--- src/rtl/bist_response_analyzer.sv ---
// BIST response analyzer for the 256x4b SRAM march.
// Follows each read issued by the address/phase counter through the SRAM
// read latency, compares the returned word with the phase background and
// keeps sticky fail state, a saturating fail count and first-fail
// diagnostics. It reports done/pass once the last read of phase 1 is checked.
module bist_response_analyzer #(
  parameter int                  ADDR_W       = 8,
  parameter int                  DATA_W       = 4,
  parameter int                  READ_LATENCY = 1,
  parameter logic [DATA_W-1:0]   PAT0         = DATA_W'(0),
  parameter logic [DATA_W-1:0]   PAT1         = DATA_W'(1),
  parameter int                  CNT_W        = 10
) (
  input  logic              clk,
  input  logic              rst_n,
  input  logic [ADDR_W-1:0] addr_in,
  input  logic              we_in,
  input  logic [3:0]        msb_in,
  input  logic [DATA_W-1:0] sram_dout,
  output logic              err_pulse,
  output logic              fail,
  output logic [CNT_W-1:0]  fail_count,
  output logic              first_fail_valid,
  output logic [ADDR_W-1:0] first_fail_addr,
  output logic              first_fail_phase,
  output logic [DATA_W-1:0] first_fail_data,
  output logic              done,
  output logic              pass
);

  // tag = {valid, addr, phase, last}
  localparam int TAG_W = ADDR_W + 3;

  typedef enum logic [1:0] {S_IDLE, S_RUN, S_DONE} state_t;

  state_t              r_state, w_state_nxt;
  logic                w_run, w_done;

  // Depth 0 holds the tag sampled on the same edge the SRAM samples the
  // address; depth READ_LATENCY lines up with the returned sram_dout.
  logic [TAG_W-1:0]    r_pipe [0:READ_LATENCY];
  logic [TAG_W-1:0]    w_tag_in;

  logic                w_cmp_vld, w_cmp_ph, w_cmp_last;
  logic [ADDR_W-1:0]   w_cmp_addr;
  logic [DATA_W-1:0]   w_exp;
  logic                w_mis, w_fin;

  logic                r_err, r_fail, r_ffv, r_ffph;
  logic [CNT_W-1:0]    r_cnt;
  logic [ADDR_W-1:0]   r_ffa;
  logic [DATA_W-1:0]   r_ffd;

  // Only the phase bit of the counter MSBs matters here.
  logic                w_unused;
  assign w_unused = ^msb_in[3:1];

  // Reads only enter the pipe while running; writes push a bubble.
  assign w_tag_in = {w_run & ~we_in, addr_in, msb_in[0],
                     (addr_in == {ADDR_W{1'b1}}) & msb_in[0]};

  assign {w_cmp_vld, w_cmp_addr, w_cmp_ph, w_cmp_last} = r_pipe[READ_LATENCY];
  assign w_exp = w_cmp_ph ? PAT1 : PAT0;
  // Gating by w_run freezes everything once DONE is reached.
  assign w_mis = w_run & w_cmp_vld & (sram_dout != w_exp);
  assign w_fin = w_run & w_cmp_vld & w_cmp_last;

  // FSM state register
  always_ff @(posedge clk or negedge rst_n) begin
    if (!rst_n) r_state <= S_IDLE;
    else        r_state <= w_state_nxt;
  end

  // FSM next state: first write starts the run, last checked read ends it
  always_comb begin
    w_state_nxt = r_state;
    case (r_state)
      S_IDLE:  if (we_in) w_state_nxt = S_RUN;
      S_RUN:   if (w_fin) w_state_nxt = S_DONE;
      S_DONE:  w_state_nxt = S_DONE;
      default: w_state_nxt = S_IDLE;
    endcase
  end

  // FSM outputs
  always_comb begin
    w_run  = 1'b0;
    w_done = 1'b0;
    case (r_state)
      S_RUN:   w_run  = 1'b1;
      S_DONE:  w_done = 1'b1;
      default: ;
    endcase
  end

  // Read-tag shift pipe tracking the SRAM latency
  always_ff @(posedge clk or negedge rst_n) begin
    if (!rst_n) begin
      for (int i = 0; i <= READ_LATENCY; i++) r_pipe[i] <= '0;
    end else begin
      r_pipe[0] <= w_tag_in;
      for (int i = 1; i <= READ_LATENCY; i++) r_pipe[i] <= r_pipe[i-1];
    end
  end

  // Fail accumulation and first-fail capture
  always_ff @(posedge clk or negedge rst_n) begin
    if (!rst_n) begin
      r_err  <= 1'b0;
      r_fail <= 1'b0;
      r_cnt  <= '0;
      r_ffv  <= 1'b0;
      r_ffa  <= '0;
      r_ffph <= 1'b0;
      r_ffd  <= '0;
    end else begin
      r_err <= w_mis;
      if (w_mis) begin
        r_fail <= 1'b1;
        if (r_cnt != {CNT_W{1'b1}}) r_cnt <= r_cnt + CNT_W'(1);
        if (!r_ffv) begin
          r_ffv  <= 1'b1;
          r_ffa  <= w_cmp_addr;
          r_ffph <= w_cmp_ph;
          r_ffd  <= sram_dout;
        end
      end
    end
  end

  assign err_pulse        = r_err;
  assign fail             = r_fail;
  assign fail_count       = r_cnt;
  assign first_fail_valid = r_ffv;
  assign first_fail_addr  = r_ffa;
  assign first_fail_phase = r_ffph;
  assign first_fail_data  = r_ffd;
  assign done             = w_done;
  assign pass             = w_done & ~r_fail;

endmodule
--- config.mk ---
export PLATFORM = sky130hd
export DESIGN_NAME = bist_response_analyzer
export DESIGN_NICKNAME = d
export VERILOG_FILES = /design/src/rtl/bist_response_analyzer.sv
export SDC_FILE = /design/constraint.sdc
export NUM_CORES = 1
export LEC_CHECK = 0
export BUFFER_PORTS_ARGS = -buffer_cell sky130_fd_sc_hd__buf_2
export CORE_MARGIN = 2
export CORE_UTILIZATION = 45
export DETAILED_ROUTE_END_ITERATION = 6
export PLACE_DENSITY = 0.74
export SYNTH_ARGS = -nofsm -noshare
export SYNTH_HDL_FRONTEND = slang
export SYNTH_SLANG_ARGS = --single-unit
--- constraint.sdc ---
create_clock -name clk -period 2.1 [get_ports clk]
set_input_delay 0.105 -clock clk [delete_from_list [all_inputs] [get_ports clk]]
set_output_delay 0.105 -clock clk [all_outputs]
set_load 0.1 [all_outputs]
# Word-level counts from Yosys, hierarchy flattened

Cells that the tools add are included.

Bits in registers: 49
Output and inout port bits: 28
Word-level logic and storage cells: 35

Add/sub/neg operators: 1
Equal/unequal tests: 7
Muxes and demuxes: 6
Bitwise logic cells: 8
Reduce and logical (&&, ||, !) cells: 4

Operator list:

| kind                                                                  | number |
|---|---|
| 10-bit by 1-bit adder with 10-bit output, second input constant       | 1 |
| 10-bit != test, second input constant                                 | 1 |
| 8-bit equality test, second input constant                            | 1 |
| 1-bit AND                                                             | 6 |
| 2-bit one-hot mux with 3 select lines                                 | 1 |
| 2-bit AND reduction                                                   | 3 |
| 2-bit two-way mux                                                     | 2 |
| 2-bit != test, second input constant                                  | 2 |
| 4-bit by 1-bit != test with 1-bit output                              | 1 |
| 1-bit two-way mux                                                     | 3 |
| 2-bit by 1-bit equality test with 1-bit output, second input constant | 1 |
| 2-bit equality test, second input constant                            | 1 |
| 2-bit zero test                                                       | 1 |
| 1-bit NOT                                                             | 2 |

# Logic depth before layout (Yosys ltp)

Gate-level depths: netlist of the first run.

Depth after elaboration: 6
Depth in mapped cells: 7

# Worst setup path after synthesis of the first run

OpenSTA, ideal clock, no wires.

Path type: register to output
Start point: register r_state[0]
End point: output pass
Arrival: 2.718 ns
Required time: 1.995 ns
Path slack: -0.723 ns
Stages on the path, launching flop included: 4
Path buffers: 0
Cells stage by stage: dfrtp_1 -> inv_1 -> ha_1 -> nor2b_1

Word-level cells in the longest chain between the ends: 3

RTL lines:

| item                   | RTL line | RTL |
|---|---|---|
| start, declared        | 36       | `state_t r_state, w_state_nxt;` |
| start signal, assigned | 71       | `else r_state <= w_state_nxt;` |
| 2-bit equality test    | 89       | `case (r_state)` |
| 1-bit two-way mux      | 89       |  |
| via done               | 27       | `output logic done,` |
| 1-bit AND              | 139      | `assign pass = w_done & ~r_fail;` |
| end, declared          | 28       | `output logic pass` |

The timed path passes the listed nets, and every way through them passes these cells.

# Worst setup path after layout of the first run

Start point: register r_state[1]
End point: register r_ffa[7] (netlist: first_fail_addr[7])

Word-level cells in the longest chain between the ends: 5

RTL lines:

| item                                           | RTL line | RTL |
|---|---|---|
| 2-bit by 1-bit equality test with 1-bit output | 89       |  |
| 1-bit two-way mux                              | 89       |  |
| 1-bit AND (2 in a row)                         | 65       | `assign w_mis = w_run & w_cmp_vld & (sram_dout != w_exp);` |
| 2-bit AND reduction (no line)                  | n/a      |  |
| end signal, assigned                           | 123      | `r_ffa <= w_cmp_addr;` |
| end, declared                                  | 51       | `logic [ADDR_W-1:0] r_ffa;` |

Every way passes these cells.
A chain may end at the register's enable or synchronous reset.

==> run_summary.xml, run 1 <==
<?xml version="1.0" encoding="UTF-8"?>
<metrics>
  <group name="outcome">
    <metric name="outcome" unit="">complete, but fails checks</metric>
    <metric name="violations" unit="">negative hold slack</metric>
  </group>
  <group name="worst_setup_path">
    <metric name="reg2reg_slack" unit="ns">0.19</metric>
    <metric name="critical_path_required" unit="ns">2.29</metric>
    <metric name="critical_path.endpoint_type" unit="">flip-flop</metric>
    <metric name="reg2reg_depth" unit="">6</metric>
    <metric name="timing_worst_setup_path_type" unit="">flip-flop to flip-flop</metric>
    <metric name="crit_fanout" unit="">13</metric>
    <metric name="critical_path_arrival" unit="ns">2.10</metric>
    <metric name="worst_r2r_startpoint" unit="">r_state[1]$_DFFE_PN0P_</metric>
    <metric name="setup.worst_path.start_class" unit="">flip-flop</metric>
    <metric name="r2r-end" unit="">first_fail_addr[7]$_DFFE_PN0P_</metric>
  </group>
  <group name="floorplan">
    <metric name="core_area" unit="sq mm">0.00397</metric>
    <metric name="rows" unit="">23</metric>
    <metric name="chipWidth" unit="um">68.2</metric>
    <metric name="start_util" unit="%">46.7</metric>
    <metric name="floorplan.die.height" unit="um">68.2</metric>
    <metric name="ioPinCount" unit="">47</metric>
    <metric name="design.die.area" unit="sq mm">0.00465</metric>
  </group>
  <group name="power">
    <metric name="p_leak" unit="nW">1.18</metric>
    <metric name="clock_power_share" unit="%">23.6</metric>
    <metric name="comb_power_share" unit="%">35.4</metric>
    <metric name="power.internal" unit="W">0.00162</metric>
    <metric name="power.share.switching" unit="%">41.7</metric>
    <metric name="peak_vdd_ir" unit="V">0.000517</metric>
    <metric name="power.share.sequential" unit="%">41.0</metric>
    <metric name="design_power_total" unit="W">0.00277</metric>
    <metric name="power.density" unit="mW/mm^2">1190</metric>
    <metric name="net-switching-power" unit="W">0.00116</metric>
  </group>
  <group name="finish">
    <metric name="layout-drive-gt1-share" unit="%">39.7</metric>
    <metric name="final_cells" unit="">229</metric>
    <metric name="diodes" unit="">0</metric>
    <metric name="layout.nets" unit="">203</metric>
    <metric name="syn_to_final_growth" unit="%">25.7</metric>
  </group>
  <group name="sta">
    <metric name="drv_slew" unit="">0</metric>
    <metric name="max-slew-margin-rel" unit="%">32.0</metric>
    <metric name="rsz_0062_raised_after_global_routing" unit="">no</metric>
    <metric name="setup_slack_after_layout" unit="ns">0.188</metric>
    <metric name="whs" unit="ns">-0.0259</metric>
    <metric name="layout_min_cycle_time" unit="ns">1.91</metric>
    <metric name="final-setup-viol-count" unit="">0</metric>
    <metric name="timing.final.hold_violations" unit="">41</metric>
    <metric name="timing.final.crit_share" unit="%">91.1</metric>
    <metric name="finalClockSkew" unit="ns">0.0114</metric>
    <metric name="tightest_slew" unit="ns">1.02</metric>
    <metric name="achievable_clock_frequency" unit="MHz">523</metric>
    <metric name="setup-tns-final" unit="ns">0</metric>
  </group>
  <group name="route">
    <metric name="detail-route-antenna-nets" unit="">0</metric>
    <metric name="detailedRoute.firstPassIterationCount" unit="">4</metric>
    <metric name="drt_iter0_markers" unit="">69</metric>
    <metric name="postRouteWirelength" unit="mm">3.19</metric>
    <metric name="via_per_inst" unit="">4.73</metric>
    <metric name="route.vias.total" unit="">1083</metric>
    <metric name="post-route-drc-count" unit="">0</metric>
    <metric name="wl_cell" unit="um">13.9</metric>
  </group>
  <group name="cts">
    <metric name="tritoncts_num_sinks" unit="">49</metric>
    <metric name="cts_buffer_depth" unit="">2</metric>
    <metric name="cts_tree" unit="">done</metric>
    <metric name="root_buffer" unit="">sky130_fd_sc_hd__clkbuf_8</metric>
    <metric name="htreeDepth" unit="">2</metric>
    <metric name="clock_latency" unit="ns">0.30</metric>
    <metric name="cts-buffers-inserted" unit="">5</metric>
    <metric name="worst_setup_hold_path_clk_slew" unit="ns">0.09</metric>
    <metric name="cts_post_setup_buffers_inserted" unit="">0</metric>
  </group>
  <group name="logic_synthesis">
    <metric name="synthArstFlopShare" unit="%">100</metric>
    <metric name="synth_top_area_cell" unit="">sky130_fd_sc_hd__dfrtp_1</metric>
    <metric name="synthesis.area" unit="sq mm">0.00185</metric>
    <metric name="synth_top_flop_cell" unit="">sky130_fd_sc_hd__dfrtp_1</metric>
    <metric name="synth_nets" unit="">145</metric>
    <metric name="post_synthesis_sequential_element_count" unit="">49</metric>
    <metric name="synth_top_family_by_area" unit="">simple AND/OR/NAND/NOR gates</metric>
    <metric name="post_synth_mux_area_share" unit="%">11.1</metric>
    <metric name="yosys.cell_types.count" unit="">28</metric>
    <metric name="post_synth_fa_ha_maj_area_fraction" unit="%">3.37</metric>
    <metric name="synth_simple_gate_area_share" unit="%">11.3</metric>
    <metric name="yosysWarnings" unit="">0</metric>
    <metric name="synth.top_cell.area_share" unit="%">66.1</metric>
    <metric name="syn-mean-instance-area" unit="sq um">15.3</metric>
    <metric name="synth_commonest_cells" unit="">sky130_fd_sc_hd__dfrtp_1, sky130_fd_sc_hd__mux2_4, sky130_fd_sc_hd__nand2_1</metric>
    <metric name="synth_compound_area_share" unit="%">2.43</metric>
    <metric name="synth_seq_area_share" unit="%">66.1</metric>
    <metric name="synth-edff-count" unit="">0</metric>
    <metric name="yosys.area_share.xor_xnor" unit="%">3.78</metric>
    <metric name="yosys.cell_count.top_type" unit="">sky130_fd_sc_hd__dfrtp_1</metric>
    <metric name="synth_area_leaders" unit="">sky130_fd_sc_hd__dfrtp_1, sky130_fd_sc_hd__mux2_4, sky130_fd_sc_hd__ha_1</metric>
    <metric name="syn-instance-count" unit="">121</metric>
  </group>
  <group name="place">
    <metric name="place_worst_setup_slack" unit="ns">0.187</metric>
    <metric name="port_buffers" unit="">43</metric>
    <metric name="post-place-cells" unit="">212</metric>
    <metric name="place.detailed.hpwl" unit="mm">2.12</metric>
    <metric name="gpl.final_weighted_congestion" unit="">0.762</metric>
  </group>
  <group name="global_routing">
    <metric name="grt_start_max_net_pins" unit="">50</metric>
    <metric name="grt_antenna_before_repair" unit="">0</metric>
    <metric name="grt_pass1_vias" unit="">1112</metric>
    <metric name="wire_length_of_the_first_global_routing_pass" unit="mm">5.26</metric>
    <metric name="gr-usage-all-layers" unit="%">16.2</metric>
    <metric name="grt.overflow.total" unit="">0</metric>
  </group>
  <group name="worst_hold_path">
    <metric name="hp-class" unit="">primary input to asynchronous set/reset pin</metric>
  </group>
  <group name="run">
    <metric name="timing.max_cap.violations" unit="">0</metric>
  </group>
</metrics>
## critical path, stage by stage (launching register included)
cell                      delay (ns)
sky130_fd_sc_hd__dfrtp_1        0.39
sky130_fd_sc_hd__inv_1          0.11
sky130_fd_sc_hd__ha_1           0.20
sky130_fd_sc_hd__nand2_1        0.07
sky130_fd_sc_hd__a21oi_2        0.27
sky130_fd_sc_hd__and2b_4        0.39
sky130_fd_sc_hd__mux2_1         0.36
## placed cells by master (no fill, tap or decap), types with 2 or more instances in the layout
cell type,count
sky130_fd_sc_hd__a21oi_1,3
sky130_fd_sc_hd__and3_1,3
sky130_fd_sc_hd__and3b_1,2
sky130_fd_sc_hd__buf_2,43
sky130_fd_sc_hd__clkbuf_8,5
sky130_fd_sc_hd__dfrtp_1,47
sky130_fd_sc_hd__dfrtp_2,2
sky130_fd_sc_hd__dlygate4sd3_1,10
sky130_fd_sc_hd__ha_1,5
sky130_fd_sc_hd__inv_1,2
sky130_fd_sc_hd__mux2_1,5
sky130_fd_sc_hd__mux2_4,10
sky130_fd_sc_hd__nand2_1,7
sky130_fd_sc_hd__nand3_1,3
sky130_fd_sc_hd__nand4_1,4
sky130_fd_sc_hd__nor2b_1,3
sky130_fd_sc_hd__o21ai_0,2
sky130_fd_sc_hd__xnor2_1,4
sky130_fd_sc_hd__xor2_1,4
## power groups by stage
stage | combinational (W) | clock (W) | sequential, W
floorplan | 0.000304 | 0 | 0.00165
global placement | 0.000951 | 0 | 0.00115
detailed placement | 0.000969 | 0 | 0.00116
CTS | 0.000990 | 0.000675 | 0.00114
global route | 0.00104 | 0.000711 | 0.00116
finish | 0.000981 | 0.000654 | 0.00114
## cell families after synthesis
logic type,Yosys count
fa+ha+maj,5
mux,15
buf+inv,5
xor+xnor,8
flops,49
compound gates,7
simple gates,32
## worst max path at each step
stage / startpoint / depth (start not counted) / slack, ns / endpoint
final: r_state[1]$_DFFE_PN0P_ / 6 / 0.19 / first_fail_addr[7]$_DFFE_PN0P_
after floorplan: fail_count[5]$_DFFE_PN0P_ / 4 / 0.03 / fail_count[8]$_DFFE_PN0P_
after global placement: r_state[1]$_DFFE_PN0P_ / 6 / 0.26 / first_fail_phase$_DFFE_PN0P_
after CTS: r_state[1]$_DFFE_PN0P_ / 6 / 0.18 / first_fail_addr[7]$_DFFE_PN0P_
after global routing: r_state[1]$_DFFE_PN0P_ / 6 / 0.05 / first_fail_phase$_DFFE_PN0P_
after detailed placement: r_state[1]$_DFFE_PN0P_ / 6 / 0.19 / first_fail_addr[7]$_DFFE_PN0P_
## final cells by class
type                       instances  area (sq um)
inverter                           2          7.51
timing repair buffer              54           323
fill                             326          1640
sequential                        49          1230
multi-input combinational         67           602
tap                               50          62.6
clock buffer                       5          68.8
clock inverter                     2          38.8
## flip-flops by register name, indices dropped and copies added (netlist names)
name,cells
r_state,2
err_pulse,1
first_fail_addr,8
fail_count,10
first_fail_phase,1
first_fail_valid,1
first_fail_data,4
r_pipe,22
## through the flow
step,area [sq um],utilization [%]
5_1_grt,2330,58.7
4_1_cts,2330,58.7
3_5_place_dp,2120,53.5
2_1_floorplan,1860,-
6_report,2330,58.7
3_3_place_gp,2120,53.5
## layer usage
layer	track usage, %	vias to the layer above	wire length (um)
met5	0	-	0
met4	8.75	0	56
met3	4.93	4	120
met2	24.5	24	1650
met1	20.9	531	1370
li1	-	524	-
## repair_timing
action                                 CTS  global route
setup endpoints to repair                0             0
hold buffers                            10             0
endpoints found under the hold margin   10             0
gates resized for setup                  0             0
Note: power is estimated with default switching activity, not from simulation.
==> run 2: changes to the inputs <==
--- a/config.mk
+++ b/config.mk
@@ -9,7 +9,7 @@
 export CORE_MARGIN = 2
 export CORE_UTILIZATION = 45
 export DETAILED_ROUTE_END_ITERATION = 6
-export PLACE_DENSITY = 0.74
+export PLACE_DENSITY = 0.75
 export SYNTH_ARGS = -nofsm -noshare
 export SYNTH_HDL_FRONTEND = slang
 export SYNTH_SLANG_ARGS = --single-unit
==> run 2 against run 1 <==
  * The run still ends with negative hold slack left
  * Clock skew fell by 0.0048 ns
  * Final cell count is 0.44% higher
  * Utilization shrank 0.19 points
  * Wire length up 2.1%
  * Highest routed layer unchanged
==> run_summary.xml, run 2 (synthesized netlist as in run 1, its figures left out) <==
<?xml version="1.0" encoding="UTF-8"?>
<metrics>
  <group name="outcome">
    <metric name="outcome" unit="">complete, but fails checks</metric>
    <metric name="violations" unit="">negative hold slack</metric>
  </group>
  <group name="sta">
    <metric name="rsz_0062_raised_after_global_routing" unit="">no</metric>
    <metric name="final-setup-viol-count" unit="">0</metric>
    <metric name="drv_slew" unit="">0</metric>
    <metric name="achievable_clock_frequency" unit="MHz">547</metric>
    <metric name="finalClockSkew" unit="ns">0.00661</metric>
    <metric name="max-slew-margin-rel" unit="%">31.6</metric>
    <metric name="timing.final.crit_share" unit="%">87.0</metric>
    <metric name="layout_min_cycle_time" unit="ns">1.83</metric>
    <metric name="timing.final.hold_violations" unit="">48</metric>
    <metric name="setup-tns-final" unit="ns">0</metric>
    <metric name="whs" unit="ns">-0.0304</metric>
    <metric name="tightest_slew" unit="ns">1.03</metric>
  </group>
  <group name="floorplan">
    <metric name="start_util" unit="%">46.7</metric>
    <metric name="rows" unit="">23</metric>
    <metric name="design.die.area" unit="sq mm">0.00465</metric>
    <metric name="core_area" unit="sq mm">0.00397</metric>
    <metric name="floorplan.die.height" unit="um">68.2</metric>
    <metric name="chipWidth" unit="um">68.2</metric>
    <metric name="ioPinCount" unit="">47</metric>
  </group>
  <group name="worst_setup_path">
    <metric name="timing_worst_setup_path_type" unit="">flip-flop to flip-flop</metric>
    <metric name="critical_path.endpoint_type" unit="">flip-flop</metric>
    <metric name="setup.worst_path.start_class" unit="">flip-flop</metric>
    <metric name="timing.critical_path.cells" unit="">inv_1 &gt; ha_1 &gt; nand2_1 &gt; a21oi_2 &gt; buf_4 &gt; nor2b_1 &gt; mux2_1</metric>
    <metric name="critical_path_arrival" unit="ns">2.02</metric>
    <metric name="critical_path_required" unit="ns">2.29</metric>
    <metric name="crit_fanout" unit="">10</metric>
    <metric name="reg2reg_slack" unit="ns">0.27</metric>
    <metric name="reg2reg_depth" unit="">7</metric>
    <metric name="worst_r2r_startpoint" unit="">r_state[1]$_DFFE_PN0P_</metric>
    <metric name="r2r-end" unit="">fail_count[1]$_DFFE_PN0P_</metric>
    <metric name="cpPeakStageDelay" unit="ns">0.39</metric>
    <metric name="timing.critical_path.slowest_stage_cell" unit="">sky130_fd_sc_hd__dfrtp_1</metric>
  </group>
  <group name="cts">
    <metric name="cts_buffer_depth" unit="">2</metric>
    <metric name="root_buffer" unit="">sky130_fd_sc_hd__clkbuf_8</metric>
    <metric name="cts_tree" unit="">done</metric>
    <metric name="cts-buffers-inserted" unit="">5</metric>
    <metric name="htreeDepth" unit="">2</metric>
    <metric name="cts_repair_resize_count" unit="">0</metric>
    <metric name="tritoncts_num_sinks" unit="">49</metric>
    <metric name="clock_latency" unit="ns">0.30</metric>
    <metric name="worst_setup_hold_path_clk_slew" unit="ns">0.09</metric>
  </group>
  <group name="worst_hold_path">
    <metric name="hp-class" unit="">primary input to asynchronous set/reset pin</metric>
  </group>
  <group name="power">
    <metric name="power.density" unit="mW/mm^2">1160</metric>
    <metric name="p_leak" unit="nW">1.18</metric>
    <metric name="peak_vdd_ir" unit="V">0.000664</metric>
  </group>
  <group name="global_routing">
    <metric name="grt_start_max_net_pins" unit="">50</metric>
    <metric name="grt_antenna_before_repair" unit="">0</metric>
    <metric name="grt_pass1_vias" unit="">1107</metric>
    <metric name="gr-usage-all-layers" unit="%">16.4</metric>
    <metric name="grt.overflow.total" unit="">0</metric>
    <metric name="wire_length_of_the_first_global_routing_pass" unit="mm">5.25</metric>
  </group>
  <group name="run">
    <metric name="timing.max_cap.violations" unit="">0</metric>
  </group>
  <group name="route">
    <metric name="route.vias.total" unit="">1121</metric>
    <metric name="detailedRoute.firstPassIterationCount" unit="">4</metric>
    <metric name="drt_iter0_markers" unit="">59</metric>
    <metric name="postRouteWirelength" unit="mm">3.26</metric>
    <metric name="wl_cell" unit="um">14.2</metric>
    <metric name="detail-route-antenna-nets" unit="">0</metric>
    <metric name="post-route-drc-count" unit="">0</metric>
    <metric name="via_per_inst" unit="">4.87</metric>
  </group>
  <group name="finish">
    <metric name="final_common_cell" unit="">sky130_fd_sc_hd__dfrtp_1</metric>
    <metric name="final_cells" unit="">230</metric>
    <metric name="layout.nets" unit="">203</metric>
    <metric name="diodes" unit="">0</metric>
    <metric name="largest-register" unit="">r_pipe</metric>
    <metric name="syn_to_final_growth" unit="%">25.3</metric>
    <metric name="mostFrequentLayoutCells" unit="">sky130_fd_sc_hd__dfrtp_1, sky130_fd_sc_hd__buf_2, sky130_fd_sc_hd__mux2_4, sky130_fd_sc_hd__dlygate4sd3_1, sky130_fd_sc_hd__nand2_1</metric>
    <metric name="area.sequential" unit="sq mm">0.00123</metric>
    <metric name="design_area" unit="sq mm">0.00232</metric>
    <metric name="final_util" unit="%">58.5</metric>
    <metric name="layout-drive-gt1-share" unit="%">40.0</metric>
    <metric name="area_of_the_multi_input_gates" unit="sq um">602</metric>
    <metric name="largest_register_ffs" unit="">22</metric>
    <metric name="fillCellCount" unit="">325</metric>
  </group>
  <group name="place">
    <metric name="gpl.final_weighted_congestion" unit="">0.753</metric>
    <metric name="post-place-cells" unit="">212</metric>
    <metric name="placed_cell_area" unit="sq mm">0.00212</metric>
    <metric name="place.detailed.hpwl" unit="mm">2.29</metric>
    <metric name="port_buffers" unit="">43</metric>
  </group>
</metrics>
run 2: cell types whose count changed in the layout (fill, tap and decap cells not counted), sizes merged:
cell / previous run / this run
clkbuf: 5 / 6
clkinv: 0 / 1
bufinv: 1 / 0
run 2: worst max-delay path by stage:
stage                              startpoint  cells past startpoint                        end  slack (ns)
global placement       r_state[1]$_DFFE_PN0P_                      7  fail_count[1]$_DFFE_PN0P_        0.36
detailed placement     r_state[1]$_DFFE_PN0P_                      7  fail_count[1]$_DFFE_PN0P_        0.27
finish                 r_state[1]$_DFFE_PN0P_                      7  fail_count[1]$_DFFE_PN0P_        0.27
floorplan           fail_count[5]$_DFFE_PN0P_                      4  fail_count[8]$_DFFE_PN0P_        0.03
global route           r_state[1]$_DFFE_PN0P_                      7  fail_count[1]$_DFFE_PN0P_        0.09
CTS                    r_state[1]$_DFFE_PN0P_                      7  fail_count[1]$_DFFE_PN0P_        0.25
run 2: layout make-up:
class                      count  share of cell area, %
timing repair buffer          54                   13.9
clock inverter                 2                  0.754
tap                           50                   2.69
sequential                    49                   52.9
inverter                       2                  0.323
clock buffer                   6                   3.55
multi-input combinational     67                   25.9
run 2: routing by layer:
metal	wire, um	vias up	share of wire [%]	track usage (%)
li1	-	527	-	-
met1	1350	559	41	20.0
met2	1680	28	52	25.4
met3	157	7	4.8	5.59
met4	72	0	2.2	9.25
met5	0	-	0	0
run 2: what timing repair did:
| action | in CTS | in global routing |
|---|---|---|
| hold buffers | 10 | 0 |
| setup buffers | 0 | 0 |
| hold endpoints to repair | 10 | 0 |
run 2: metrics by stage:
step / setup slack (ns) / power, W
final: 0.273 / 0.00270
after global routing: 0.0923 / 0.00284
after CTS: 0.250 / 0.00273
after detailed placement: 0.270 / 0.00213
after global placement: 0.356 / 0.00210
after floorplan: 0.0333 / 0.00195
run 2: where the power goes:
part	switching [W]	leakage [nW]	internal [W]
clock network	0.000307	0.0518	0.000273
logic	0.000780	0.514	0.000201
registers	0.0000775	0.612	0.00106
total	0.00117	1.18	0.00154
run 2: worst max-delay path: cells and delay by family (launching register included):
kind | cells | cell delay (ns)
flops | 1 | 0.39
mux | 1 | 0.34
buf+inv | 2 | 0.31
simple gates | 2 | 0.29
fa+ha+maj | 1 | 0.20
compound gates | 1 | 0.17
